## src/rtl/rtc_time_controller.sv

```systemverilog
`default_nettype none
// ============================================================================
// Module   : rtc_time_controller
// Purpose  : Real-time-clock controller. Owns the hour/minute/second counters.
//            RUN mode counts on a 1 Hz enable. A MODE/INC button FSM steps
//            through hour, minute and second setting, and returns to RUN on
//            an idle timeout.
// Optional : RTC_ALARM_EN adds an hour:minute alarm compare.
// Ports    : clk_i          system clock, rising edge
//            rst_i          synchronous active-high reset
//            tick_i         1 Hz enable, one clk cycle wide
//            mode_i         debounced MODE pulse
//            inc_i          debounced INC pulse
//            alarm_hour_i   alarm hour   (RTC_ALARM_EN only)
//            alarm_min_i    alarm minute (RTC_ALARM_EN only)
//            alarm_o        one-cycle alarm pulse (RTC_ALARM_EN only)
//            hour_o         hours 0..HOUR_MAX
//            min_o          minutes 0..59
//            sec_o          seconds 0..59
//            sel_o          0 = RUN, 1 = hour, 2 = min, 3 = sec being set
//            day_pulse_o    one-cycle pulse on the end-of-day rollover
// Revision : 1.0 - initial release
// ============================================================================
module rtc_time_controller #(
   parameter int HOUR_MAX    = 23,
   parameter int SET_TIMEOUT = 30,
   parameter int TO_W        = 6
) (
   input  logic            clk_i,
   input  logic            rst_i,
   input  logic            tick_i,
   input  logic            mode_i,
   input  logic            inc_i,
`ifdef RTC_ALARM_EN
   input  logic [4:0]      alarm_hour_i,
   input  logic [5:0]      alarm_min_i,
   output logic            alarm_o,
`endif
   output logic [4:0]      hour_o,
   output logic [5:0]      min_o,
   output logic [5:0]      sec_o,
   output logic [1:0]      sel_o,
   output logic            day_pulse_o
);

   localparam logic [1:0] ST_RUN   = 2'd0;
   localparam logic [1:0] ST_SET_H = 2'd1;
   localparam logic [1:0] ST_SET_M = 2'd2;
   localparam logic [1:0] ST_SET_S = 2'd3;

   localparam logic [4:0] HOUR_LAST = 5'(HOUR_MAX);
   localparam logic [5:0] MS_LAST   = 6'd59;
   // Timeout fires on the TICK that would bring the counter to SET_TIMEOUT,
   // so compare against SET_TIMEOUT-1 before incrementing.
   localparam logic [TO_W-1:0] TO_LAST =
      (SET_TIMEOUT > 0) ? TO_W'(SET_TIMEOUT - 1) : '0;

   logic [1:0]      state_q, state_d;
   logic [4:0]      hour_q,  hour_d;
   logic [5:0]      min_q,   min_d;
   logic [5:0]      sec_q,   sec_d;
   logic [TO_W-1:0] to_q,    to_d;
   logic            day_q,   day_d;
`ifdef RTC_ALARM_EN
   logic            alarm_q, alarm_d;
`endif

   always_comb begin
      state_d = state_q;
      hour_d  = hour_q;
      min_d   = min_q;
      sec_d   = sec_q;
      to_d    = to_q;
      day_d   = 1'b0;

      case (state_q)
         ST_RUN: begin
            to_d = '0;
            // A TICK coinciding with MODE is still counted before leaving RUN.
            if (tick_i) begin
               if (sec_q == MS_LAST) begin
                  sec_d = '0;
                  if (min_q == MS_LAST) begin
                     min_d = '0;
                     if (hour_q == HOUR_LAST) begin
                        hour_d = '0;
                        day_d  = 1'b1;
                     end else begin
                        hour_d = hour_q + 5'd1;
                     end
                  end else begin
                     min_d = min_q + 6'd1;
                  end
               end else begin
                  sec_d = sec_q + 6'd1;
               end
            end
            if (mode_i) begin
               state_d = ST_SET_H;
            end
         end
         default: begin
            // SET states: time frozen, MODE beats INC, INC beats TICK.
            if (mode_i) begin
               state_d = (state_q == ST_SET_S) ? ST_RUN : state_q + 2'd1;
               to_d    = '0;
            end else if (inc_i) begin
               to_d = '0;
               case (state_q)
                  ST_SET_H: hour_d = (hour_q == HOUR_LAST) ? 5'd0 : hour_q + 5'd1;
                  ST_SET_M: min_d  = (min_q  == MS_LAST)   ? 6'd0 : min_q  + 6'd1;
                  default:  sec_d  = (sec_q  == MS_LAST)   ? 6'd0 : sec_q  + 6'd1;
               endcase
            end else if (tick_i && (SET_TIMEOUT != 0)) begin
               if (to_q == TO_LAST) begin
                  state_d = ST_RUN;
                  to_d    = '0;
               end else begin
                  to_d = to_q + TO_W'(1);
               end
            end
         end
      endcase
   end

`ifdef RTC_ALARM_EN
   // Only a counting tick in RUN can raise the alarm; edits never do.
   always_comb begin
      alarm_d = (state_q == ST_RUN) && tick_i && (sec_d == 6'd0) &&
                (min_d == alarm_min_i) && (hour_d == alarm_hour_i);
   end
`endif

   always_ff @(posedge clk_i) begin
      if (rst_i) begin
         state_q <= ST_RUN;
         hour_q  <= '0;
         min_q   <= '0;
         sec_q   <= '0;
         to_q    <= '0;
         day_q   <= 1'b0;
      end else begin
         state_q <= state_d;
         hour_q  <= hour_d;
         min_q   <= min_d;
         sec_q   <= sec_d;
         to_q    <= to_d;
         day_q   <= day_d;
      end
   end

`ifdef RTC_ALARM_EN
   always_ff @(posedge clk_i) begin
      if (rst_i) begin
         alarm_q <= 1'b0;
      end else begin
         alarm_q <= alarm_d;
      end
   end

   assign alarm_o = alarm_q;
`endif

   assign hour_o      = hour_q;
   assign min_o       = min_q;
   assign sec_o       = sec_q;
   assign sel_o       = state_q;
   assign day_pulse_o = day_q;

endmodule
`default_nettype wire

```

## config.mk

```make
export PLATFORM = sky130hd
export DESIGN_NAME = rtc_time_controller
export DESIGN_NICKNAME = d
export VERILOG_FILES = /design/src/rtl/rtc_time_controller.sv
export SDC_FILE = /design/constraint.sdc
export NUM_CORES = 1
export LEC_CHECK = 0
export ABC_CLOCK_PERIOD_IN_PS = 4200
export CAP_MARGIN = 20
export CORE_ASPECT_RATIO = 1.1
export CORE_MARGIN = 2
export CORE_UTILIZATION = 50
export DETAILED_ROUTE_END_ITERATION = 6
export GPL_TIMING_DRIVEN = 0
export PLACE_DENSITY_LB_ADDON = 0.2
export SLEW_MARGIN = 20
export SYNTH_ARGS = -nofsm -noshare
export SYNTH_HDL_FRONTEND = slang
export SYNTH_SLANG_ARGS = --single-unit
export TNS_END_PERCENT = 100
```

## constraint.sdc

```tcl
create_clock -name clk_i -period 4.2 [get_ports clk_i]
set_input_delay 1.26 -clock clk_i [delete_from_list [all_inputs] [get_ports clk_i]]
set_output_delay 1.26 -clock clk_i [all_outputs]
set_load 0.03 [all_outputs]
```

==> results.md, run 1 <==
- Synth Flop Type: dfxtp_1
- M1 wire length: 1410 um
- WS Path Type: input pin to register
- CTS H-tree depth: 1
- Initial core utilization: 51.4%
- Die area: 0.00322 mm2
- Hold Vio Cnt, Final: 0
- TritonCTS Sinks: 26
- Most common cell after layout, fill and taps aside: dfxtp_1
- Metal2 WL: 1410 um
- Fin crit share: 66.8%
- Gate Count Post-Synth: 161
- CTS root buffer: clkbuf_4
- Io pins: 25
- Warnings from Yosys: 0
- First-pass GRT wire length: 4970 um
- Clock Power Share: 25.2%
- Syn_area_per_cell: 8.63 um2
- GRT overflow: 0
- Internal Power: 0.302 mW
- # rows: 20
- Pins Over Slew Limit: 0
- Mapped cell area: 0.00139 mm2
- Fmax: 356 MHz
- Data required time of the worst path: 4.45 ns
- Vias: 1272
- Crit path DAT: 3.06 ns
- Placer Congestion: 0.835
- Fillers: 238
- Nets: 202
- Via density: 5.81
- Post-Syn Nets: 175
- Antenna-violating nets left: 0
- Clk buf depth: 2
- Quantity of I/O buffers inserted on ports: 22
- Number of iterations in the first detailed-routing pass: 6
- Chip height: 59.3 um
- Logic gate share of total power: 11.2%
- Clock transition at path regs: 0.13 ns
- Sw Share: 24.8%
- Slew margin rel.: 67.4%
- Iter 0 DRT Violations: 17
- Element type at the critical path start: input pin
- N_diodes: 0
- Most frequent cells in the layout: dfxtp_1 (26), clkdlybuf4s50_1 (22), nand2_1 (16), nor2_1 (14), a21oi_1 (12)
- Critical-path maximum fanout: 6
- Die Span X: 54.3 um
- Async S/R FF share, synth: 0%
- GRT Overall Usage: 20.4%
- Synth unique cells: 39
- Final wirelength: 2940 um
- PwrDens: 240 mW/mm2
- Clk_lat worst skew: 0.31 ns
- Sequential power share: 63.6%
- Maximum capacitance violations: 0
- Area Growth Syn to Fin: 20.5%
- RSZ-0062 raised after global routing: false
- Post-CTS Setup Bufs: 0
- Seq cells post-synth: 26
- Uppermost routed layer: met4
- Setup TNS: 0 ns
- Worst slew pin tran: 0.489 ns
- Peak supply drop: 0.165 mV
- CTS Hold Bufs: 0
- Pre-CTS setup slack: 1.08 ns
- DP Wirelength: 2210 um
- Net Switching: 0.0992 mW
- CTS Buf Count: 3
- Setup Skew: 0.00457 ns
- Initial antenna violation count: 0
- Largest net degree at the start of global routing: 14
- Fin crit period: 2.81 ns
- TritonCTS clock tree: done
- Post-synth EDFFs: 0
- Met3 WL: 78 um
- Worst min path class: register to register
- CP endpoint kind: register
- Vias in the first global route: 1169
- WL/cell: 13.4 um
- Lkg Pwr: 0.575 nW
- Seq/Total Area, Yosys: 37.5%
- Post-CTS sizing: 0
- # DRC: 0
- Outcome: complete, no violations
- PnR worst setup slack: 1.39 ns
- CORE AREA: 0.00270 mm2
- # setup viols final: 0
- Layout cells sized above 1: 4.30%
==> synth_stat cells, types with 3 or more instances <==
cell type  instances  area (um2)
a32oi_1            3        26.3
nand2_1           16        60.1
nor2b_1            3        18.8
nor2_1            14        52.6
clkbuf_1           6        22.5
ha_1               9         113
xnor2_1            4        35.0
o211ai_1           3        22.5
or3_1              3        18.8
nand4_1            3        18.8
nand3_1            7        35.0
and3_1             5        31.3
mux2i_1            3        30.0
inv_1              6        22.5
xor2_1             3        26.3
a21oi_1           12        60.1
o21ai_0            6        30.0
dfxtp_1           26         521
a211oi_1           3        22.5
==> through the flow <==
| stage | std cells | total power, mW | cell area [um2] | utilization (%) | hold WS, ns |
|---|---|---|---|---|---|
| finish | 219 | 0.401 | 1670 | 61.9 | 0.498 |
| global route | 219 | 0.423 | 1670 | 61.9 | 0.538 |
| CTS | 219 | 0.407 | 1670 | 61.9 | 0.504 |
| detailed placement | 216 | 0.305 | 1650 | 61.1 | 0.486 |
| global placement | 216 | 0.303 | 1650 | 61.1 | 0.466 |
| floorplan | 161 | 0.290 | 1390 | - | 0.453 |
==> worst paths after layout <==
check	start	to	slack (ns)	depth (start not counted)
max	inc_i	sec_o[2]$_SDFFE_PP0P_	1.39	5
min	min_o[1]$_SDFFE_PP0P_	min_o[1]$_SDFFE_PP0P_	0.50	2
max reg2reg	sel_o[0]$_SDFFE_PP0P_	sec_o[2]$_SDFFE_PP0P_	2.06	6
min reg2reg	min_o[1]$_SDFFE_PP0P_	min_o[1]$_SDFFE_PP0P_	0.50	2
==> final cells by class <==
| cell class | instances | area [um2] | share of cell area [%] |
|---|---|---|---|
| multi-input combinational | 121 | 815 | 48.7 |
| sequential | 26 | 520 | 31.1 |
| timing repair buffer | 22 | 220 | 13.2 |
| tap | 33 | 41.3 | 2.47 |
| buffer | 7 | 27.5 | 1.65 |
| inverter | 7 | 26.3 | 1.57 |
| clock buffer | 3 | 22.5 | 1.35 |
==> flip-flops by register name, indices dropped and copies added (netlist names) <==
name	cells
day_pulse_o	1
min_o	6
sel_o	2
to_q	6
hour_o	5
sec_o	6
==> cells by family after synthesis <==
logic type,Yosys count,synth area share [%]
adder cells (fa/ha/maj),9,8.11
buffers and inverters,14,3.87
multiplexers,3,2.16
AND/OR/NAND/NOR,62,23.7
flip-flops,26,37.5
XOR/XNOR,7,4.41
AO/OA/AOI/OAI,40,20.3
==> per-layer routing <==
metal / vias to the layer above / GRT usage (%)
li1: 643 / -
met1: 599 / 26.7
met2: 24 / 33.7
met3: 6 / 2.53
met4: 0 / 7.86
met5: - / 0
==> critical path, stage by stage <==
cell and delay, ns:
clkdlybuf4s50_1 0.57, or3b_4 0.43, a211o_1 0.35, a311o_1 0.34
a21oi_2 0.10
==> power by group through the flow <==
| stage | registers, mW | clock network, mW | logic, mW |
|---|---|---|---|
| 2_1_floorplan | 0.266 | 0 | 0.0234 |
| 3_3_place_gp | 0.260 | 0 | 0.0436 |
| 3_5_place_dp | 0.260 | 0 | 0.0449 |
| 4_1_cts | 0.255 | 0.107 | 0.0452 |
| 5_1_grt | 0.256 | 0.118 | 0.0493 |
| 6_report | 0.255 | 0.101 | 0.0450 |
Note: power is estimated with default switching activity, not from simulation.
==> inputs of run 2 (changes only) <==
- ABC_CLOCK_PERIOD_IN_PS: 4200 -> 2700
- clock period: 4.2 -> 2.7 ns (I/O delays scaled with it)
==> results of run 2 <==
Same layout as run 1 (identical final DEF). Status: complete, no violations.
Main changes from that run: setup slack after placement 1.08 ns -> 0.0261 ns; setup slack after layout 1.39 ns -> 0.343 ns; register-to-register setup slack 2.06 ns -> 0.56 ns; total power 0.401 mW -> 0.624 mW; worst IR drop on VDD 0.165 mV -> 0.257 mV
==> inputs of run 3 (changes only) <==
- CTS_CLUSTER_DIAMETER: not set -> 80
==> results of run 3 <==
Same layout as run 1 (identical final DEF). Status: complete, no violations.
Main changes from that run: setup slack after placement 1.08 ns -> 0.0261 ns; setup slack after layout 1.39 ns -> 0.343 ns; register-to-register setup slack 2.06 ns -> 0.56 ns; total power 0.401 mW -> 0.624 mW; worst IR drop on VDD 0.165 mV -> 0.257 mV
